## src/rtl/buffer_pixeles_mem.sv

```systemverilog
// buffer_pixeles_mem: word-to-pixel FIFO. 32-bit words from memory are stored
// in a small circular buffer and presented one 8-bit pixel at a time,
// most-significant byte first, in show-ahead fashion.
module buffer_pixeles_mem #(
  parameter int unsigned DEPTH  = 4,
  localparam int unsigned ADDR_W = $clog2(DEPTH)
) (
  input  logic        clk,
  input  logic        reset,
  input  logic [31:0] memory_data,
  input  logic        save_mem_data,
  input  logic        read_pixel,
  output logic [7:0]  pixel,
  output logic        space_available,
  output logic        data_available
);

  localparam logic [ADDR_W:0] FULL_COUNT = (ADDR_W + 1)'(DEPTH);

  logic [31:0]       r_mem [DEPTH];
  logic [ADDR_W-1:0] r_wr_ptr;
  logic [ADDR_W-1:0] r_rd_ptr;
  logic [ADDR_W:0]   r_word_count;
  logic [1:0]        r_byte_idx;

  logic              w_space;
  logic              w_data;
  logic              w_wr_en;
  logic              w_rd_en;
  logic              w_release;
  logic [31:0]       w_head;

  assign w_space   = (r_word_count != FULL_COUNT);
  assign w_data    = (r_word_count != '0);
  // Write acceptance uses pre-edge fullness, so a full buffer releasing a word
  // in the same cycle still rejects the incoming word.
  assign w_wr_en   = save_mem_data && w_space;
  assign w_rd_en   = read_pixel && w_data;
  assign w_release = w_rd_en && (r_byte_idx == 2'd3);
  assign w_head    = r_mem[r_rd_ptr];

  assign space_available = w_space;
  assign data_available  = w_data;

  // Select the current head byte; force zero while empty.
  always_comb begin
    pixel = '0;
    if (w_data) begin
      case (r_byte_idx)
        2'd0:    pixel = w_head[31:24];
        2'd1:    pixel = w_head[23:16];
        2'd2:    pixel = w_head[15:8];
        default: pixel = w_head[7:0];
      endcase
    end
  end

  // Word storage; contents are not cleared by reset.
  always_ff @(posedge clk) begin
    if (w_wr_en) begin
      r_mem[r_wr_ptr] <= memory_data;
    end
  end

  // Pointers, byte index and word occupancy.
  always_ff @(posedge clk or posedge reset) begin
    if (reset) begin
      r_wr_ptr     <= '0;
      r_rd_ptr     <= '0;
      r_word_count <= '0;
      r_byte_idx   <= '0;
    end else begin
      if (w_wr_en) begin
        r_wr_ptr <= r_wr_ptr + ADDR_W'(1);
      end
      if (w_rd_en) begin
        r_byte_idx <= r_byte_idx + 2'd1;
      end
      if (w_release) begin
        r_rd_ptr <= r_rd_ptr + ADDR_W'(1);
      end
      case ({w_wr_en, w_release})
        2'b10:   r_word_count <= r_word_count + (ADDR_W + 1)'(1);
        2'b01:   r_word_count <= r_word_count - (ADDR_W + 1)'(1);
        default: r_word_count <= r_word_count;
      endcase
    end
  end

endmodule

```

## config.mk

```make
export PLATFORM = sky130hd
export DESIGN_NAME = buffer_pixeles_mem
export DESIGN_NICKNAME = d
export VERILOG_FILES = /design/src/rtl/buffer_pixeles_mem.sv
export SDC_FILE = /design/constraint.sdc
export NUM_CORES = 1
export LEC_CHECK = 0
export CAP_MARGIN = 20
export CORE_MARGIN = 10
export CORE_UTILIZATION = 52
export CTS_CLUSTER_DIAMETER = 150
export DETAILED_ROUTE_END_ITERATION = 7
export PLACE_DENSITY = 0.76
export SYNTH_ARGS = -nofsm -noshare
export SYNTH_HDL_FRONTEND = slang
export SYNTH_SLANG_ARGS = --single-unit
```

## constraint.sdc

```tcl
create_clock -name clk -period 1.9 [get_ports clk]
set_clock_uncertainty 0.05 [all_clocks]
set_input_delay 0.38 -clock clk [delete_from_list [all_inputs] [get_ports clk]]
set_output_delay 0.38 -clock clk [all_outputs]
set_load 0.05 [all_outputs]
```

-- After elaboration in Yosys (flattened, before gate mapping)
Memory sizes are Yosys's and may differ from the RTL's.
Index checks and enable logic that the tools add are counted.
- add/subtract/negate cells: 5
- equal/unequal tests: 6
- multiplexer cells: 5
- reductions and logical operators: 6
- operator list (operator ; count):
    $pmux W8 S3 ; 1
    $mux W8 ; 1
    $add A2 B1 Y2 const B ; 3
    $eq A2 B2 Y1 const B ; 3
    $pmux W3 S2 ; 1
    $eq A2 B1 Y1 const B ; 2
    $add A3 B1 Y3 const B ; 1
    $logic_and A1 B1 Y1 ; 3
    $ne A3 B3 Y1 const B ; 1
    $reduce_bool A3 Y1 ; 1
    $sub A3 B1 Y3 const B ; 1
    $logic_not A2 Y1 ; 1
    $mux W1 ; 2
    $reduce_bool A2 Y1 ; 1
- register bits: 9
- RAM bits: 128
- memories: 1
- memory list (memory ; depth ; bits a word ; read ports ; clocked after memory_dff ; write ports ; line ; text):
    r_mem ; 4 ; 32 ; 1 ; 0 ; 1 ; 20 ; logic [31:0] r_mem [DEPTH];

-- Longest topological paths before layout
Gate-level depths: netlist of run 1.
- word-level depth: 5
- depth in mapped cells: 9

-- Least setup slack after synthesis of run 1
No wires, ideal clock.
- path kind: reg-to-output
- from: register r_byte_idx[1]
- to: output pixel[0]
- data arrival time: 1.913 ns
- required time: 1.470 ns
- path slack: -0.443 ns
- stages on the path, launching flop included: 8
- path through: dfrtp_1 > inv_1 > ha_1 > buf_2 > and3_1 > buf_2 > a21oi_1 > a21oi_1
- longest elaborated chain between the ends: 3
- elaborated cells on any way between the ends: 5
- classes of those cells: 2 x eq/ne; 2 x mux; 1 x reduce/logical
- RTL lines (item ; line ; text):
    start, declared ; 24 ; logic [1:0] r_byte_idx;
    start signal, assigned ; 77 ; r_byte_idx <= r_byte_idx + 2'd1;
    $eq A2 B2 Y1 (tied with other cells) ; 49 ; case (r_byte_idx)
    $pmux W8 S3 (*) ; 49 ;
    $mux W8 (*) ; 48 ; if (w_data) begin
    end, declared ; 13 ; output logic [7:0] pixel,
Every way passes the cells marked *; elsewhere a longest branch is shown, timed or not.

-- Worst setup path after layout of run 1
- from: register r_rd_ptr[1]
- to: output pixel[5]
- longest elaborated chain between the ends: 3
- RTL lines (item ; line ; text):
    start, declared ; 22 ; logic [ADDR_W-1:0] r_rd_ptr;
    start signal, assigned ; 80 ; r_rd_ptr <= r_rd_ptr + ADDR_W'(1);
    $mem_v2 Z4 W32 ; -- ;
    $pmux W8 S3 ; 49 ;
    $mux W8 ; 48 ;
No other way between the ends.

==> impl_metrics.toml, run 1 <==
[logic_synthesis]
netlist_area_um2 = 5520
synth_top_area_cell = "sky130_fd_sc_hd__edfxtp_1"
synth_nets = 360
yosys.area_share.adder_pct = 2.63
yosys.area_share.xor_xnor_pct = 1.11
synth_area_per_cell_um2 = 17.6
synth_compound_area_share_pct = 5.71
synth_sequential_area_ratio_pct = 73.7
yosys.area_share.simple_pct = 3.08
combinational_family_with_the_most_area_after_synthesis = "multiplexers"
synth.mux.area_fraction_pct = 11.3
syn_inst = 313
ys.warnings.count = 0
ys_types = 32
synth_top_area_share_pct = 69.6
synth_seq_cells = 137
synth.top_cells.by_area = "sky130_fd_sc_hd__edfxtp_1 70%, sky130_fd_sc_hd__mux2i_1 7.3%, sky130_fd_sc_hd__dfrtp_1 4.1%"

[timing]
timing_worst_slew_pin_value_ns = 0.385
layout_setup_ws_ns = -0.752
post-route-min-period_ns = 2.65
report.final.slew_viol_count = 0
fmax_mhz = 377
worst_slew_margin_rel_pct = 74.3
grt_setup_unrepaired = "true"
hold_ws_ns = 0.102
setup_viol = 11
setup-tns-final_ns = -5.95
period_share_pct = 140
finalHoldViolCount = 0

[detailed_routing]
via_count = 3210
drt_iter0_drc = 251
route.antenna.remaining_nets = 0
wirelength_um = 12200
wire_per_inst_um = 21.0
drt_drc_violations_left = 0
drtPass1Iterations = 5
viasPerCell = 5.51

[pwr]
irDropWorstVdd_uv = 1350
total_power_mw = 14.5
power_density_nw_per_um2 = 1870
static-leakage-power_nw = 2.83

[clock_tree]
root_buffer = "sky130_fd_sc_hd__clkbuf_8"
clkTransAtPathRegs_ns = 0.06
worstSkewPairLatency_ns = 0.51
clockBufferDepth = 2
numCtsBuffers = 17
clock-sinks = 137
tritoncts = "yes"
cts.htree.levels = 4

[global_routing]
via_count_of_the_first_global_routing_pass = 3583
grt_max_degree = 24
wire_length_of_the_first_global_routing_pass_um = 18900
gr-usage-all-layers_pct = 16.6
global_route.overflow_total = 0
initial_antenna_violation_count = 0

[layout]
finish.cell_count_without_fillers = 583
fillers = 575
post-route-cell-area_um2 = 7760
layout-drive-gt1-share_pct = 40.3
nets = 481
postLayoutCoreUtil_pct = 75.2
antennaDiodeCount = 0
syn_to_layout_area_delta_pct = 40.5

[critical_path]
worst_ep_arrival_time_ns = 2.22
setup.worst_path.start_class = "flip-flop"
timing_worst_setup_path_type = "flip-flop to primary output"
timing.reg2reg.worst_path_depth = 5
crit_fanout = 6
timing.critical_path.required_ns = 1.47
timing.critical_path.to_type = "primary output"

[die]
fp.coreArea_um2 = 10300
std_cell_rows = 37
die_area_um2 = 15100
start_util_pct = 53.5
die_height_um = 123
floorplan.die.width_um = 123
io_pins = 46

[run_status]
violations = "negative setup slack"
status = "finished, violations left"

[flow_run]
drv_cap = 0

[place]
placement.io_buffers = 45
detailed_place_hpwl_um = 7700
routabilityCongestion = 0.802
placement.cell_area_um2 = 6840
pre_cts_ws_ns = -0.270
post-place-cells = 537

[min_path]
min_path_type = "input port to async pin"
==> registers in the layout (all words and copies together) (netlist names) <==
register      flops
r_rd_ptr          2
r_word_count      3
r_byte_idx        2
r_wr_ptr          2
r_mem           128
==> repair_timing <==
| item | in CTS | in global routing |
|---|---|---|
| resized for setup | 44 | 26 |
| setup endpoints to repair | 12 | 12 |
| pin swaps | 12 | 15 |
| setup buffers | 14 | 4 |
| hold buffers | 0 | 0 |
| cloned | 0 | 0 |
==> area by class of cell <==
type,count,area (µm²),share of cell area [%]
inverters,7,28.8,0.371
clock inverters,14,170,2.19
flip-flops and latches,137,4070,52.5
repair buffers,118,1250,16.1
well taps,136,170,2.19
multi-input cells,153,1650,21.3
clock buffers,18,418,5.39
==> cell usage after synthesis (all sizes together) <==
| cell | n |
|---|---|
| a2111oi | 1 |
| a211oi | 6 |
| a21oi | 16 |
| and2 | 1 |
| and3 | 6 |
| buf | 15 |
| clkbuf | 1 |
| dfrtp | 9 |
| edfxtp | 128 |
| fa | 1 |
| ha | 10 |
| inv | 7 |
| mux2 | 3 |
| mux2i | 40 |
| mux4 | 8 |
| nand2 | 5 |
| nand2b | 2 |
| nand3 | 1 |
| nand3b | 7 |
| nand4b | 1 |
| nor2 | 6 |
| o211ai | 1 |
| o21ai | 16 |
| o22ai | 14 |
| or3 | 1 |
| xnor2 | 5 |
| xor2 | 2 |
==> power by group <==
group | leakage (nW) | switching, mW | internal (mW)
clock network | 0.282 | 1.22 | 2.01
registers | 1.28 | 0.272 | 4.02
logic | 1.27 | 3.52 | 3.44
==> layer usage <==
metal	share of wire [%]	vias to the layer above	global-route usage [%]
met2	54	99	29.6
met4	1.4	0	6.40
met3	5.2	16	4.51
li1	-	1476	-
met5	0	-	0
met1	40	1619	18.7
==> cells by family after synthesis <==
family                     count (synthesis)
AOI/OAI and AO/OA                         54
and+or+nand+nor                           30
xor gates and xnor gates                   7
DFF                                      137
muxes                                     51
buffers and inverters                     23
adders and majority gates                 11
==> worst max-delay path, stage by stage, from the launching register on <==
cell	delay (ns)
sky130_fd_sc_hd__dfrtp_2	0.46
sky130_fd_sc_hd__buf_4	0.16
sky130_fd_sc_hd__mux2i_1	0.28
sky130_fd_sc_hd__o22ai_2	0.13
sky130_fd_sc_hd__a2111oi_4	0.39
sky130_fd_sc_hd__a21oi_4	0.12
sky130_fd_sc_hd__buf_12	0.16
==> cell usage in the layout (no fill, tap or decap), drive strengths merged, types with 2 or more instances in the layout <==
master,netlist,layout
mux2i,40,40
xnor2,5,5
buf,15,83
nand2,5,5
inv,7,11
nand3b,7,7
clkinvlp,0,2
a211oi,6,6
mux2,3,3
nor2,6,6
xor2,2,2
clkdlybuf4s50,0,35
ha,10,10
and3,6,6
mux4,8,8
a21oi,16,16
bufinv,0,3
o21ai,16,16
clkbuf,1,18
nand2b,2,2
edfxtp,128,128
o22ai,14,14
dfrtp,9,9
clkinv,0,5
==> final timing paths <==
check	start	end	slack, ns
max reg2reg	r_word_count[1]$_DFFE_PP0P_	r_word_count[1]$_DFFE_PP0P_	-0.09
max in group asynchronous	reset	r_rd_ptr[1]$_DFFE_PP0P_	1.39
min	reset	r_word_count[0]$_DFFE_PP0P_	0.10
min in group clk	memory_data[29]	r_mem[0][29]$_DFFE_PP_	0.44
max	r_rd_ptr[1]$_DFFE_PP0P_	pixel[5]	-0.75
min reg2reg	r_word_count[2]$_DFFE_PP0P_	r_word_count[2]$_DFFE_PP0P_	0.52
Power figures use the tool's default switching activity.
==> inputs of run 2 (changes only) <==
ABC_AREA = 1   (was unset)
ABC_CLOCK_PERIOD_IN_PS = 3380   (was unset)
CORE_UTILIZATION = 55   (was 52)
clock period = 3.38 ns   (was 1.9 ns; I/O delays follow)
==> impl_metrics.toml, run 2 <==
[detailed_routing]
drt_iter0_drc = 393
wire_per_inst_um = 17.5
drtPass1Iterations = 5
viasPerCell = 5.40
drt_drc_violations_left = 0
route.antenna.remaining_nets = 0
via_count = 4027
wirelength_um = 13000

[logic_synthesis]
combinational_family_with_the_most_area_after_synthesis = "simple AND/OR/NAND/NOR gates"
async_reset_ff_share_pct = 6.57
netlist_area_um2 = 5910
leading_cell_type_by_number_of_instances_after_synthesis = "sky130_fd_sc_hd__nand2_1"
synth_sequential_area_ratio_pct = 68.8
synth.mux.area_fraction_pct = 0
ys.warnings.count = 0
yosys.area_share.adder_pct = 2.45
post_synth_edffs = 128
synth_nets = 593
synth_top_area_share_pct = 65.0
synth.top_cells.by_area = "sky130_fd_sc_hd__edfxtp_1 65%, sky130_fd_sc_hd__nand2_1 9.3%, sky130_fd_sc_hd__inv_1 5.0%"
ys_types = 20
syn_inst = 546
synth_area_per_cell_um2 = 10.8
ys_top_cells_by_count = "147 x sky130_fd_sc_hd__nand2_1, 128 x sky130_fd_sc_hd__edfxtp_1, 78 x sky130_fd_sc_hd__inv_1"
synth-main-ff-cell = "sky130_fd_sc_hd__edfxtp_1"
synth_compound_area_share_pct = 3.13
synth_seq_cells = 137
synth_top_area_cell = "sky130_fd_sc_hd__edfxtp_1"
yosys.area_share.simple_pct = 17.4
yosys.area_share.xor_xnor_pct = 0.889

[place]
routabilityCongestion = 0.812
placement.io_buffers = 45
post-place-cells = 714
detailed_place_hpwl_um = 7840

[layout]
largest_register_ff_count = 128
top_regs = "r_mem (128), r_word_count (3)"
layout.area.seq_um2 = 4070
layout-drive-gt1-share_pct = 9.34
antennaDiodeCount = 0
finish.cell_count_without_fillers = 746
multi_input_comb_area_um2 = 1420
layout.cells.most_common_list = "147 x sky130_fd_sc_hd__nand2_1, 128 x sky130_fd_sc_hd__edfxtp_1, 78 x sky130_fd_sc_hd__inv_1"
syn_to_layout_area_delta_pct = 21.8
regMostFlops = "r_mem"
nets = 644
mostFrequentLayoutCell = "sky130_fd_sc_hd__nand2_1"
fillers = 718

[die]
start_util_pct = 56.8
std_cell_rows = 37
io_pins = 46
fp.coreArea_um2 = 10400
die_height_um = 124
floorplan.die.width_um = 124
die_area_um2 = 15300

[global_routing]
via_count_of_the_first_global_routing_pass = 4151
grt_max_degree = 67
initial_antenna_violation_count = 0
gr-usage-all-layers_pct = 17.9
global_route.overflow_total = 0
wire_length_of_the_first_global_routing_pass_um = 20900

[clock_tree]
cts-resized-gates = 0
clkTransAtPathRegs_ns = 0.06
worstSkewPairLatency_ns = 0.51
numCtsBuffers = 17
clockBufferDepth = 2
clock-sinks = 137
root_buffer = "sky130_fd_sc_hd__clkbuf_8"
tritoncts = "yes"
cts_hold_repair.buffers = 0
postCtsSetupBuffers = 0
cts.htree.levels = 4

[pwr]
power_density_nw_per_um2 = 1010
irDropWorstVdd_uv = 997
p_int_mw = 4.45
static-leakage-power_nw = 3.01
sequentialPowerShare_pct = 32.5
combPwrFrac_pct = 41.9
power.switching_mw = 2.84
switching_share_pct = 39.0
power.clock.fraction_pct = 25.6

[timing]
timing_worst_slew_pin_value_ns = 0.688
setup-tns-final_ns = 0
finalHoldViolCount = 0
period_share_pct = 93.0
post-route-min-period_ns = 3.14
setup_viol = 0
grt_setup_unrepaired = "false"
fmax_mhz = 318
worst_slew_margin_rel_pct = 54.2
report.final.slew_viol_count = 0

[min_path]
min_path_type = "input port to async pin"

[critical_path]
worst_ep_arrival_time_ns = 2.42
critical_path.startpoint = "r_rd_ptr[0]$_DFFE_PP0P_"
worst_setup_slack_for_register_to_register_paths_ns = 1.08
worst_setup_path_endpoint = "pixel[1]"
worst-path-stages = 9
timing_worst_setup_path_type = "flip-flop to primary output"
worst_flop_to_flop_path_endpoint = "r_word_count[2]$_DFFE_PP0P_"
critical-path-top-delay-family = "buffers and inverters"
path_buf_inv = 3
timing.reg2reg.worst_path_depth = 9
crit_fanout = 38
crit_path_cell_trace = "inv_2 > buf_12 > nand2_1 > nand3_1 > nand3_1 > nand2_1 > nor2_1 > nor2_1 > buf_12"
crit-reg2reg-launch = "r_word_count[0]$_DFFE_PP0P_"
timing.critical_path.required_ns = 2.65
crit_slowest_cell = "sky130_fd_sc_hd__dfrtp_2"
timing.critical_path.to_type = "primary output"
setup.worst_path.start_class = "flip-flop"
cp_slowest_stage_delay_ns = 0.41

[run_status]
status = "finished, final reports clean"

[flow_run]
drv_cap = 0
==> run 2: changes by cell type after synthesis, sizes merged, moves of 14 or more <==
cell | previous run | this run
nand2 | 5 | 147
o21ai | 16 | 33
o22ai | 14 | 0
inv | 7 | 80
mux2i | 40 | 0
nand3 | 1 | 58
nor2 | 6 | 48
==> run 2: layer usage <==
layer  wire [µm]  share of wire (%)  track usage (%)  up-vias
met3         884                6.8             4.12       27
met4         281                2.2             8.30        0
met1        5190                 40             21.8     1941
met5           0                  0                0        -
li1            -                  -                -     1883
met2        6670                 51             29.7      176
==> run 2: area by class of cell <==
class                           instances  share of cell area [%]
Clock buffer                           17                    5.75
Clock inverter                         15                    2.66
Inverter                               80                    4.17
Multi-Input combinational cell        307                    19.7
Sequential cell                       137                    56.5
Tap cell                              136                    2.36
Timing Repair Buffer                   54                    8.82
==> run 2: worst register-to-register path, cell delays in order, from the launching register on <==
cell	delay [ns]
sky130_fd_sc_hd__dfrtp_1	0.42
sky130_fd_sc_hd__inv_1	0.10
sky130_fd_sc_hd__nand3_2	0.21
sky130_fd_sc_hd__nand2_1	0.26
sky130_fd_sc_hd__nor2_2	0.09
sky130_fd_sc_hd__ha_1	0.23
sky130_fd_sc_hd__fa_1	0.40
sky130_fd_sc_hd__a21oi_1	0.16
sky130_fd_sc_hd__o21ai_0	0.11
sky130_fd_sc_hd__xor2_1	0.15
==> run 2: how the worst min path moves through the flow <==
stage / from / cells past startpoint / slack (ns) / endpoint
floorplan: reset / 1 / 0.45 / r_byte_idx[0]$_DFFE_PP0P_
global placement: r_word_count[0]$_DFFE_PP0P_ / 1 / 0.47 / r_word_count[0]$_DFFE_PP0P_
detailed placement: r_word_count[0]$_DFFE_PP0P_ / 1 / 0.48 / r_word_count[0]$_DFFE_PP0P_
CTS: reset / 2 / 0.38 / r_word_count[0]$_DFFE_PP0P_
global route: reset / 2 / 0.41 / r_word_count[0]$_DFFE_PP0P_
finish: reset / 2 / 0.37 / r_word_count[0]$_DFFE_PP0P_
==> run 2: kinds of logic (layout without fill, tap and decap cells) <==
kind of cell,after synthesis,after routing
adders and majority gates,11,11
and+or+nand+nor,253,253
xor gates and xnor gates,6,6
AOI/OAI and AO/OA,37,37
DFF,137,137
buffers and inverters,102,166
==> run 2: power by group through the flow <==
stage / Combinational, mW / Clock, mW / Sequential (mW)
after detailed placement: 3.03 / 0 / 2.39
final: 3.05 / 1.86 / 2.37
after CTS: 3.07 / 1.89 / 2.37
after global placement: 2.96 / 0 / 2.38
after global routing: 3.31 / 1.97 / 2.39
after floorplan: 1.88 / 0 / 2.38
==> run 2: stage by stage <==
| stage | instance area [µm²] | total power, mW | util, % | setup WS (ns) | hold WS [ns] |
|---|---|---|---|---|---|
| 2_1_floorplan | 5910 | 4.26 | - | 0.347 | 0.453 |
| 3_3_place_gp | 6600 | 5.34 | 63.4 | 0.780 | 0.468 |
| 3_5_place_dp | 6600 | 5.42 | 63.4 | 0.704 | 0.476 |
| 4_1_cts | 7200 | 7.32 | 69.2 | 0.222 | 0.376 |
| 5_1_grt | 7200 | 7.68 | 69.2 | 0.0627 | 0.410 |
| 6_report | 7200 | 7.28 | 69.2 | 0.235 | 0.374 |
